<file path="src/rtl/result_bcd_converter.sv">
// Sequential double-dabble converter: 8-bit unsigned value to three BCD digits, one bit per cycle.
// Optional seven-segment outputs with leading-zero blanking are enabled by defining RESULT_BCD_SEG_EN.
module result_bcd_converter (
    input  logic       clk,
    input  logic       reset,
    input  logic       start,
    input  logic [7:0] value,
    output logic       busy,
    output logic       done,
    output logic [3:0] bcd_ones,
    output logic [3:0] bcd_tens,
    output logic [3:0] bcd_hund
`ifdef RESULT_BCD_SEG_EN
    ,
    output logic [6:0] hex_ones,
    output logic [6:0] hex_tens,
    output logic [6:0] hex_hund
`endif
);

    typedef enum logic {
        IDLE = 1'b0,
        CONV = 1'b1
    } state_t;

    state_t      state_q, state_d;
    logic [7:0]  shift_q, shift_d;
    logic [11:0] scratch_q, scratch_d;
    logic [3:0]  cnt_q, cnt_d;
    logic        busy_q, busy_d;
    logic        done_q, done_d;
    logic [3:0]  ones_q, ones_d;
    logic [3:0]  tens_q, tens_d;
    logic [3:0]  hund_q, hund_d;
    logic [11:0] adj_s;
    logic [11:0] next_scratch_s;

    function automatic logic [3:0] add3_digit(input logic [3:0] d);
        if (d >= 4'd5) begin
            return d + 4'd3;
        end else begin
            return d;
        end
    endfunction

`ifdef RESULT_BCD_SEG_EN
    logic [6:0] hex_ones_q, hex_ones_d;
    logic [6:0] hex_tens_q, hex_tens_d;
    logic [6:0] hex_hund_q, hex_hund_d;

    // Active-low glyphs, bit0 = segment a through bit6 = segment g.
    function automatic logic [6:0] seg_decode(input logic [3:0] d);
        case (d)
            4'd0:    return 7'b1000000;
            4'd1:    return 7'b1111001;
            4'd2:    return 7'b0100100;
            4'd3:    return 7'b0110000;
            4'd4:    return 7'b0011001;
            4'd5:    return 7'b0010010;
            4'd6:    return 7'b0000010;
            4'd7:    return 7'b1111000;
            4'd8:    return 7'b0000000;
            4'd9:    return 7'b0010000;
            default: return 7'b1111111;
        endcase
    endfunction
`endif

    // Correction step and shift of the scratch register for the current bit.
    always_comb begin
        adj_s          = {add3_digit(scratch_q[11:8]), add3_digit(scratch_q[7:4]),
                          add3_digit(scratch_q[3:0])};
        next_scratch_s = {adj_s[10:0], shift_q[7]};
    end

    // Next-state logic for the conversion FSM and all registered outputs.
    always_comb begin
        state_d   = state_q;
        shift_d   = shift_q;
        scratch_d = scratch_q;
        cnt_d     = cnt_q;
        busy_d    = busy_q;
        done_d    = 1'b0;
        ones_d    = ones_q;
        tens_d    = tens_q;
        hund_d    = hund_q;
`ifdef RESULT_BCD_SEG_EN
        hex_ones_d = hex_ones_q;
        hex_tens_d = hex_tens_q;
        hex_hund_d = hex_hund_q;
`endif
        case (state_q)
            IDLE: begin
                if (start) begin
                    shift_d   = value;
                    scratch_d = 12'd0;
                    cnt_d     = 4'd8;
                    busy_d    = 1'b1;
                    state_d   = CONV;
                end else begin
                    busy_d    = 1'b0;
                end
            end
            CONV: begin
                scratch_d = next_scratch_s;
                shift_d   = {shift_q[6:0], 1'b0};
                cnt_d     = cnt_q - 4'd1;
                if (cnt_q == 4'd1) begin
                    ones_d  = next_scratch_s[3:0];
                    tens_d  = next_scratch_s[7:4];
                    hund_d  = next_scratch_s[11:8];
                    done_d  = 1'b1;
                    busy_d  = 1'b0;
                    state_d = IDLE;
`ifdef RESULT_BCD_SEG_EN
                    hex_ones_d = seg_decode(next_scratch_s[3:0]);
                    hex_tens_d = (next_scratch_s[11:4] == 8'd0) ? 7'b1111111
                                                                : seg_decode(next_scratch_s[7:4]);
                    hex_hund_d = (next_scratch_s[11:8] == 4'd0) ? 7'b1111111
                                                                : seg_decode(next_scratch_s[11:8]);
`endif
                end else begin
                    busy_d  = 1'b1;
                end
            end
            default: begin
                state_d = IDLE;
                busy_d  = 1'b0;
            end
        endcase
    end

    // State and output registers with asynchronous active-high reset.
    always_ff @(posedge clk or posedge reset) begin
        if (reset) begin
            state_q   <= IDLE;
            shift_q   <= 8'd0;
            scratch_q <= 12'd0;
            cnt_q     <= 4'd0;
            busy_q    <= 1'b0;
            done_q    <= 1'b0;
            ones_q    <= 4'd0;
            tens_q    <= 4'd0;
            hund_q    <= 4'd0;
`ifdef RESULT_BCD_SEG_EN
            hex_ones_q <= 7'b1000000;
            hex_tens_q <= 7'b1111111;
            hex_hund_q <= 7'b1111111;
`endif
        end else begin
            state_q   <= state_d;
            shift_q   <= shift_d;
            scratch_q <= scratch_d;
            cnt_q     <= cnt_d;
            busy_q    <= busy_d;
            done_q    <= done_d;
            ones_q    <= ones_d;
            tens_q    <= tens_d;
            hund_q    <= hund_d;
`ifdef RESULT_BCD_SEG_EN
            hex_ones_q <= hex_ones_d;
            hex_tens_q <= hex_tens_d;
            hex_hund_q <= hex_hund_d;
`endif
        end
    end

    assign busy     = busy_q;
    assign done     = done_q;
    assign bcd_ones = ones_q;
    assign bcd_tens = tens_q;
    assign bcd_hund = hund_q;
`ifdef RESULT_BCD_SEG_EN
    assign hex_ones = hex_ones_q;
    assign hex_tens = hex_tens_q;
    assign hex_hund = hex_hund_q;
`endif

endmodule

</file>
<file path="config.mk">
export PLATFORM = sky130hd
export DESIGN_NAME = result_bcd_converter
export DESIGN_NICKNAME = d
export VERILOG_FILES = /design/src/rtl/result_bcd_converter.sv
export SDC_FILE = /design/constraint.sdc
export NUM_CORES = 1
export LEC_CHECK = 0
export CORE_MARGIN = 2
export CORE_UTILIZATION = 49
export CTS_CLUSTER_SIZE = 8
export DETAILED_ROUTE_END_ITERATION = 10
export GPL_ROUTABILITY_DRIVEN = 0
export PLACE_DENSITY_LB_ADDON = 0.05
export SLEW_MARGIN = 40
export SYNTH_ARGS = -nofsm -noshare
export SYNTH_HDL_FRONTEND = slang
export SYNTH_SLANG_ARGS = --single-unit
</file>
<file path="constraint.sdc">
create_clock -name clk -period 1.5 [get_ports clk]
set_input_delay 0.225 -clock clk [delete_from_list [all_inputs] [get_ports clk]]
set_output_delay 0.225 -clock clk [all_outputs]
set_load 0.1 [all_outputs]
</file>
# After elaboration in Yosys (flattened, before gate mapping)
# Cells that the tools add are included.
# W data, S select, Z words.
# classes
addsub	4
n_lt_le_gt_ge	3
eq_ne	2
n_mux	14
bitwise	1
n_reduce_logical	1
# op_table
operator	n
$pmux W12 S2	1
$pmux W8 S2	1
$ge A4 B3 Y1 const B	3
$mux W12	1
$mux W4	3
$add A4 B2 Y4 const B	2
$mux W8	1
$pmux W4 S2	1
$eq A4 B1 Y1 const B	1
$mux W1	4
$sub A4 B1 Y4 const B	1
$add A3 B2 Y3 const B	1
$mux W3	1
$ne A2 B2 Y1 const B	1
$pmux W1 S2	1
$reduce_and A2 Y1	1
$not A1 Y1	1
# totals
register_bits	38
inputBits	11
word_cells	33

# Depth between registers and ports, before layout
# logic_depth
depth_word	3
mapped_depth	6
mapped_depth_nobuf	6

# Worst setup path after synthesis
# OpenSTA, ideal clock, no wires.
# synth_path
path_type	register to register
start	register, netlist name busy
end	register hund_q[2], in the netlist bcd_hund[2]
setup_time_ns	0.125
arrival_ns	1.698
path_slack_ns	-0.323
path_stages_with_launch	4
path_buffers	0
cell_sequence	dfrtp_1 > nand4bb_4 > inv_2 > mux2_2
# synth_lines
item	line_no	rtl
end signal, assigned	159	hund_q <= hund_d;
end, declared	34	logic [3:0] hund_q, hund_d;

# Worst setup path in the final report
# layout_path
start	register scratch_q[0]
end	register scratch_q[2]
# layout_between
elab_chain_len	3
word_cells_on_any_way	4
# layout_lines
item	line_no	rtl
start, declared	28	logic [11:0] scratch_q, scratch_d;
start signal, assigned	153	scratch_q <= scratch_d;
$add A4 B2 Y4 or $ge A4 B3 Y1 (tied branches)	40, 39	
$mux W4 *	39	if (d >= 4'd5) begin
$pmux W12 S2 *	92	case (state_q)
# Every way passes the cells marked *; elsewhere a longest branch is shown, timed or not.
# A chain may end at the register's enable or synchronous reset.

==> results.md <==
- Ys flop type: dfrtp_1
- Initial antenna violation count: 0
- Fin crit share: 97.9%
- Leading cell types by total area after synthesis: dfrtp_1 51%, mux2i_1 8.0%, ha_1 5.4%, o21ai_0 4.8%, nand2_1 4.4%
- Clock buffer count from CTS: 5
- Syn. warnings: 0
- Sequential share of the synthesized area: 50.9%
- Die ar.: 0.00432 sq mm
- Final setup fails: 0
- Path type of the worst min-delay path: in -> async
- CTS H-tree lvls: 2
- Max clock buf depth: 2
- Initial drt markers: 71
- TritonRoute pass-1 iters: 4
- Worst-margin pin slew: 0.317 ns
- CP arrival: 1.67 ns
- Post-Syn Instances: 172
- Area leader, netlist: dfrtp_1
- CTS tree: built
- Core footprint: between 0.003 and 0.004 sq mm
- GRT Util Overall: 19.8%
- Syn Nets: 191
- CP endpoint kind: flip-flop
- Layout Utilization: 70.4%
- Peak Freq: 681 MHz
- Async set-reset flop share out of synthesis: 100%
- CP max-delay cell: dfrtp_1
- Hpwl dp: 2.65 mm
- Clock Sinks: 38
- Share of cells above drive strength 1: roughly 29%
- CTS Root Cell: clkbuf_8
- I/O Pins: 25
- Starting density of the core: 51.0%
- Antenna Nets Post-Route: 0
- Vias in the first global route: 1413
- Worst EP required: 1.70 ns
- Post-synth EDFFs: 0
- Vias per cell: 5.33
- Distinct cells, synth: 29
- Avg Cell Area, Syn: 10.9 sq um
- Row cnt: 22
- Clock slew at reported path FFs: approximately 0.070 ns
- Ant. Diodes: 0
- Crit path kind: reg -> reg
- Port Buffer Count: 24
- Later-pin clock latency in the skew report: 0.29 ns
- Cell Area, Placed: 0.00238 sq mm
- Share of the synthesized area in the top cell type: 50.9%
- Die height: 65.7 um
- Synth-to-Final Area Change: 38.1%
- Max Fanout on Critical Path: 3
- Worst setup SP type: flip-flop
- Filler cells: around 280
- Cell area after layout: 0.00258 sq mm
- Flip-flop and latch area: about 950 sq um
- Clock Skews: slightly below 0.009 ns
- Crit path buf inv count: 0
- Chip Width: about 66 um
- Max cap viols: 0
- Non-Filler Instances: 261
- GRT overflow: 0
- Syn Std Cell Area: between 0.0015 and 0.002 sq mm
- CP delay by family, top: multiplexers
- Routed Wire Length: a little under 4 mm
- Via count: 1392
- Multi-input combinational cell area: 933 sq um
- Tmin final: about 1.5 ns
- First-pass GRT wire length: between 6 and 7 mm
- Routed wirelength normalized by instance count: ~15 um
- Yosys reg bits: 38
- Final nets: 231
- Worst path max stage delay: 0.44 ns
- Placed insts: 249
- Largest net degree at the start of global routing: 33
- DRC violations left: 0
- Rel. slew slack: 78.6%
- Final hold viol count: 0
- Outcome: complete, no violations
- CP cell instances: ha_4 -> nand2b_4 -> a21oi_4 -> mux2_4 -> mux2i_1
- Tightest hold margin: 0.267 ns
- Slew Limit Fails: 0
==> per-layer routing <==
| metal | routed length (um) | vias to the layer above | track usage, % |
|---|---|---|---|
| li1 | - | 669 | - |
| met1 | 1680 | 682 | 24.1 |
| met2 | 1970 | 33 | 32.4 |
| met5 | 0 | - | 0 |
| met4 | 74 | 0 | 8.33 |
| met3 | 185 | 8 | 5.82 |
==> worst paths after layout <==
path                       slack (ns)  cells after the start            to    startpoint
min in group clk                 0.49                      2    shift_q[7]    shift_q[6]
hold reg to reg                  0.49                      2    shift_q[7]    shift_q[6]
setup / recovery                 0.03                      5  scratch_q[2]  scratch_q[0]
max in group asynchronous        0.93                      3          busy         reset
setup reg to reg                 0.03                      5  scratch_q[2]  scratch_q[0]
hold / removal                   0.27                      3    shift_q[3]         reset
==> worst min-delay path, delay by kind of cell <==
kind / cells / cell delay (ns)
buf+inv: 3 / 0.69
==> registers in the layout (all words and copies together) (netlist names) <==
name,cells
done,1
bcd_ones,4
shift_q,8
bcd_hund,4
busy,1
scratch_q,12
bcd_tens,4
cnt_q,4
==> cells in the mapped netlist (3+ instances only) <==
| master | count |
|---|---|
| nand2_1 | 22 |
| xnor2_1 | 3 |
| a21oi_1 | 7 |
| nand2b_1 | 9 |
| ha_1 | 8 |
| dfrtp_1 | 38 |
| o21ai_0 | 18 |
| mux2i_1 | 15 |
| nor2_1 | 3 |
| nor3b_1 | 7 |
| buf_2 | 7 |
| inv_1 | 9 |
| mux2_4 | 3 |
| nor3_1 | 3 |
==> kinds of logic after synthesis <==
| group | count (synthesis) | synth area share [%] |
|---|---|---|
| muxes | 20 | 11.7 |
| buffers and inverters | 17 | 3.89 |
| and+or+nand+nor | 49 | 14.5 |
| DFF | 38 | 50.9 |
| xor gates and xnor gates | 4 | 1.88 |
| AOI/OAI and AO/OA | 36 | 11.8 |
| adders and majority gates | 8 | 5.36 |
==> what timing repair did <==
item,4_1_cts,5_1_grt
resized for setup,5,16
cloned,0,0
buffers inserted,2,2
setup endpoints to repair,6,12
hold buffers,0,0
pin swaps,2,5
==> metrics by stage <==
stage,setup TNS (ns),setup slack [ns]
2_1_floorplan,0,0.0137
3_3_place_gp,0,0.0320
3_5_place_dp,-0.154,-0.0784
4_1_cts,-0.00877,-0.00877
5_1_grt,-0.0603,-0.0196
6_report,0,0.0313
==> cells in the final DEF, fill, tap and decap left out, types with 2 or more instances in the layout <==
master	n
inv_1	5
ha_1	3
xnor2_1	2
ha_2	3
a21oi_1	5
a21oi_4	3
nand2b_4	3
nand3_1	2
o31ai_1	2
inv_2	5
mux2_4	4
nand2b_1	7
dfrtp_1	37
nor2_1	3
a22o_1	2
buf_12	15
nand2_1	22
clkbuf_1	3
mux2i_1	14
clkbuf_8	5
nor3_1	3
nor3b_1	7
a21o_1	2
buf_4	15
ha_4	2
clkdlybuf4s50_1	10
o21ai_0	18
==> cell type report <==
cell class	instances	area share (%)
sequential	38	37.0
multi-input combinational	117	36.2
timing repair buffer	40	19.9
clock buffer	8	3.11
tap	48	2.33
inverter	10	1.46
Power is not shown: default switching activity piles up to over one toggle a cycle in this logic, so the estimate is an artifact.
==> patch: new RTL, same flow settings <==
Put one more register stage on the output `bcd_tens`, with the module's reset. The value now appears one clock later. The other outputs are not delayed to match.
--- a/src/rtl/result_bcd_converter.sv
+++ b/src/rtl/result_bcd_converter.sv
@@ -168,7 +168,13 @@
     assign busy     = busy_q;
     assign done     = done_q;
     assign bcd_ones = ones_q;
-    assign bcd_tens = tens_q;
+    always_ff @(posedge clk or posedge reset) begin
+        if (reset) begin
+            bcd_tens <= '0;
+        end else begin
+            bcd_tens <= tens_q;
+        end
+    end
     assign bcd_hund = hund_q;
 `ifdef RESULT_BCD_SEG_EN
     assign hex_ones = hex_ones_q;
Check against the original RTL: not equivalent (a bounded check fails within 10 cycles, from zero or initial values and one cycle with reset high).
==> patch against the original RTL <==
- cell area increased by 5.0%
- count of clock-buffer cells in the layout decreased by 3
- fmax decreased by 0.91%
- largest cell class unchanged
- synthesized area increased by 3.6%
- wire length decreased by 2.7%
- setup slack got worse by 0.013 ns
- critical path depth increased by 2
- first-iteration DRC count decreased by 28%
- sequential cell count increased by 4
- utilization increased by 2.4 points
Power is not shown: default switching activity piles up to over one toggle a cycle in this logic, so the estimate is an artifact.
==> patch: results (changes against the original RTL) <==
worst relative slew slack - 0.793 (was 0.786)
max incr delay on CP - 0.39 ns (was 0.44 ns)
Place WS - -0.0831 ns (was -0.0784 ns)
DR iter-0 viols - 51 (was 71)
syn_nets - 196 (was 191)
metal3 WL - 178 um (was 185 um)
critical-path maximum fanout - 3 (unchanged)
final worst-path cycle share - 0.988 (was 0.979)
Signal buffers - 42 (was 40)
CP Capture Type - register (unchanged)
synth unique cells - 27 (was 29)
clk cell area share - 0.0402 (was 0.0311)
Signal buf overhead - 0.204 (was 0.199)
clock latency on the worst-skew pair - 0.29 ns (about the same)
sequential cell count - 42 (was 38)
CTS resizes - 6 (was 5)
# nets final - 237 (was 231)
Hold Crit Class - in -> async (unchanged)
M3 GR Usage - 0.0642 (was 0.0582)
Crit. Startpoint - scratch_q[5] (was scratch_q[0])
drt wl/cell - 14.3 um (was 15.0 um)
Post-DP HPWL - 2590 um (was 2650 um)
Port Buffers - 24 (unchanged)
inverters - 10 (unchanged)
Core Footprint - 3720 sq um (was 3660 sq um)
top flop regs - scratch_q: 12 flops, shift_q: 8 flops (unchanged)
antenna violations before repair - 0 (unchanged)
top post-synthesis cells by count - 42 x dfrtp_1, 24 x nand2_1, 18 x mux2i_1, 18 x o21ai_0, 14 x nand2b_1 (was 38 x dfrtp_1, 22 x nand2_1, 18 x o21ai_0)
Tot GR Track Use - 0.193 (was 0.198)
worst-case reg-to-reg path depth - 7 (was 5)
post-synthesis compound-gate area fraction - 0.102 (was 0.118)
main area contributors after synthesis - dfrtp_1 54%, mux2i_1 9.3%, ha_1 5.2% (was dfrtp_1 51%, mux2i_1 8.0%, ha_1 5.4%)
status - complete, no violations (unchanged)
met2 usage - 0.333 (was 0.324)
WL met2 - 1960 um (was 1970 um)
ratio of cells with drive above 1 in the final layout - 0.297 (was 0.291)
DRT Pass-1 Iters - 4 (unchanged)
R2R Path End - tens_q[1] (was scratch_q[2])
Post-Synth Adder-Cell Area - 0.0517 (was 0.0536)
area of the multi-input gates - 896 sq um (was 933 sq um)
Synth async-reset ratio - 1.00 (unchanged)
Seq/Total Area, Yosys - 0.543 (was 0.509)
Clock Skew - 0.00428 ns (was 0.00867 ns)
worst path arrival time - 1.65 ns (was 1.67 ns)
Most used DFF post-synth - dfrtp_1 (unchanged)
# fillers - 246 (was 281)
Post-Synth XOR/XNOR Area - 0.0181 (was 0.0188)
Clock Path Buffers - 2 (unchanged)
Seq area share - 0.389 (was 0.370)
H-tree Lvls - 2 (unchanged)
first-pass GRT wire length - 6330 um (was 6420 um)
routed length on met1 - 1590 um (was 1680 um)
M1 GR Usage - 0.215 (was 0.241)
CP top delay family - flip-flops (was multiplexers)
largest net degree at the start of global routing - 43 (was 33)
post-synthesis mux area share - 0.118 (was 0.117)
CLK BUF - 5 (was 8)
Vias - 1,395 (was 1,392)
Worst-path clk slew - 0.08 ns
==> patch: cell count changes in the layout (fill, tap and decap cells not counted), moves of 3 or more <==
cell | before | now
clkbuf_1 | 3 | 0
dfrtp_1 | 37 | 41
mux2i_1 | 14 | 18
nand2b_1 | 7 | 12
nor3_1 | 3 | 0
nor3b_1 | 7 | 4
o21ai_0 | 18 | 15
==> patch: per-stage QoR <==
step	utilization	cells	TNS (ns)	hold slack [ns]	cell area [sq um]
after CTS	0.697	262	0	0.301	2590
after floorplan	-	177	0	0.354	1940
after detailed placement	0.661	252	-0.256	0.366	2450
after global routing	0.729	267	-0.166	0.313	2710
final	0.729	267	0	0.289	2710
after global placement	0.661	252	0	0.361	2450
==> patch: tightest hold or removal path, cell delays in order <==
cell and delay, ns:
clkdlybuf4s50_1 0.40, inv_1 0.09, buf_12 0.24
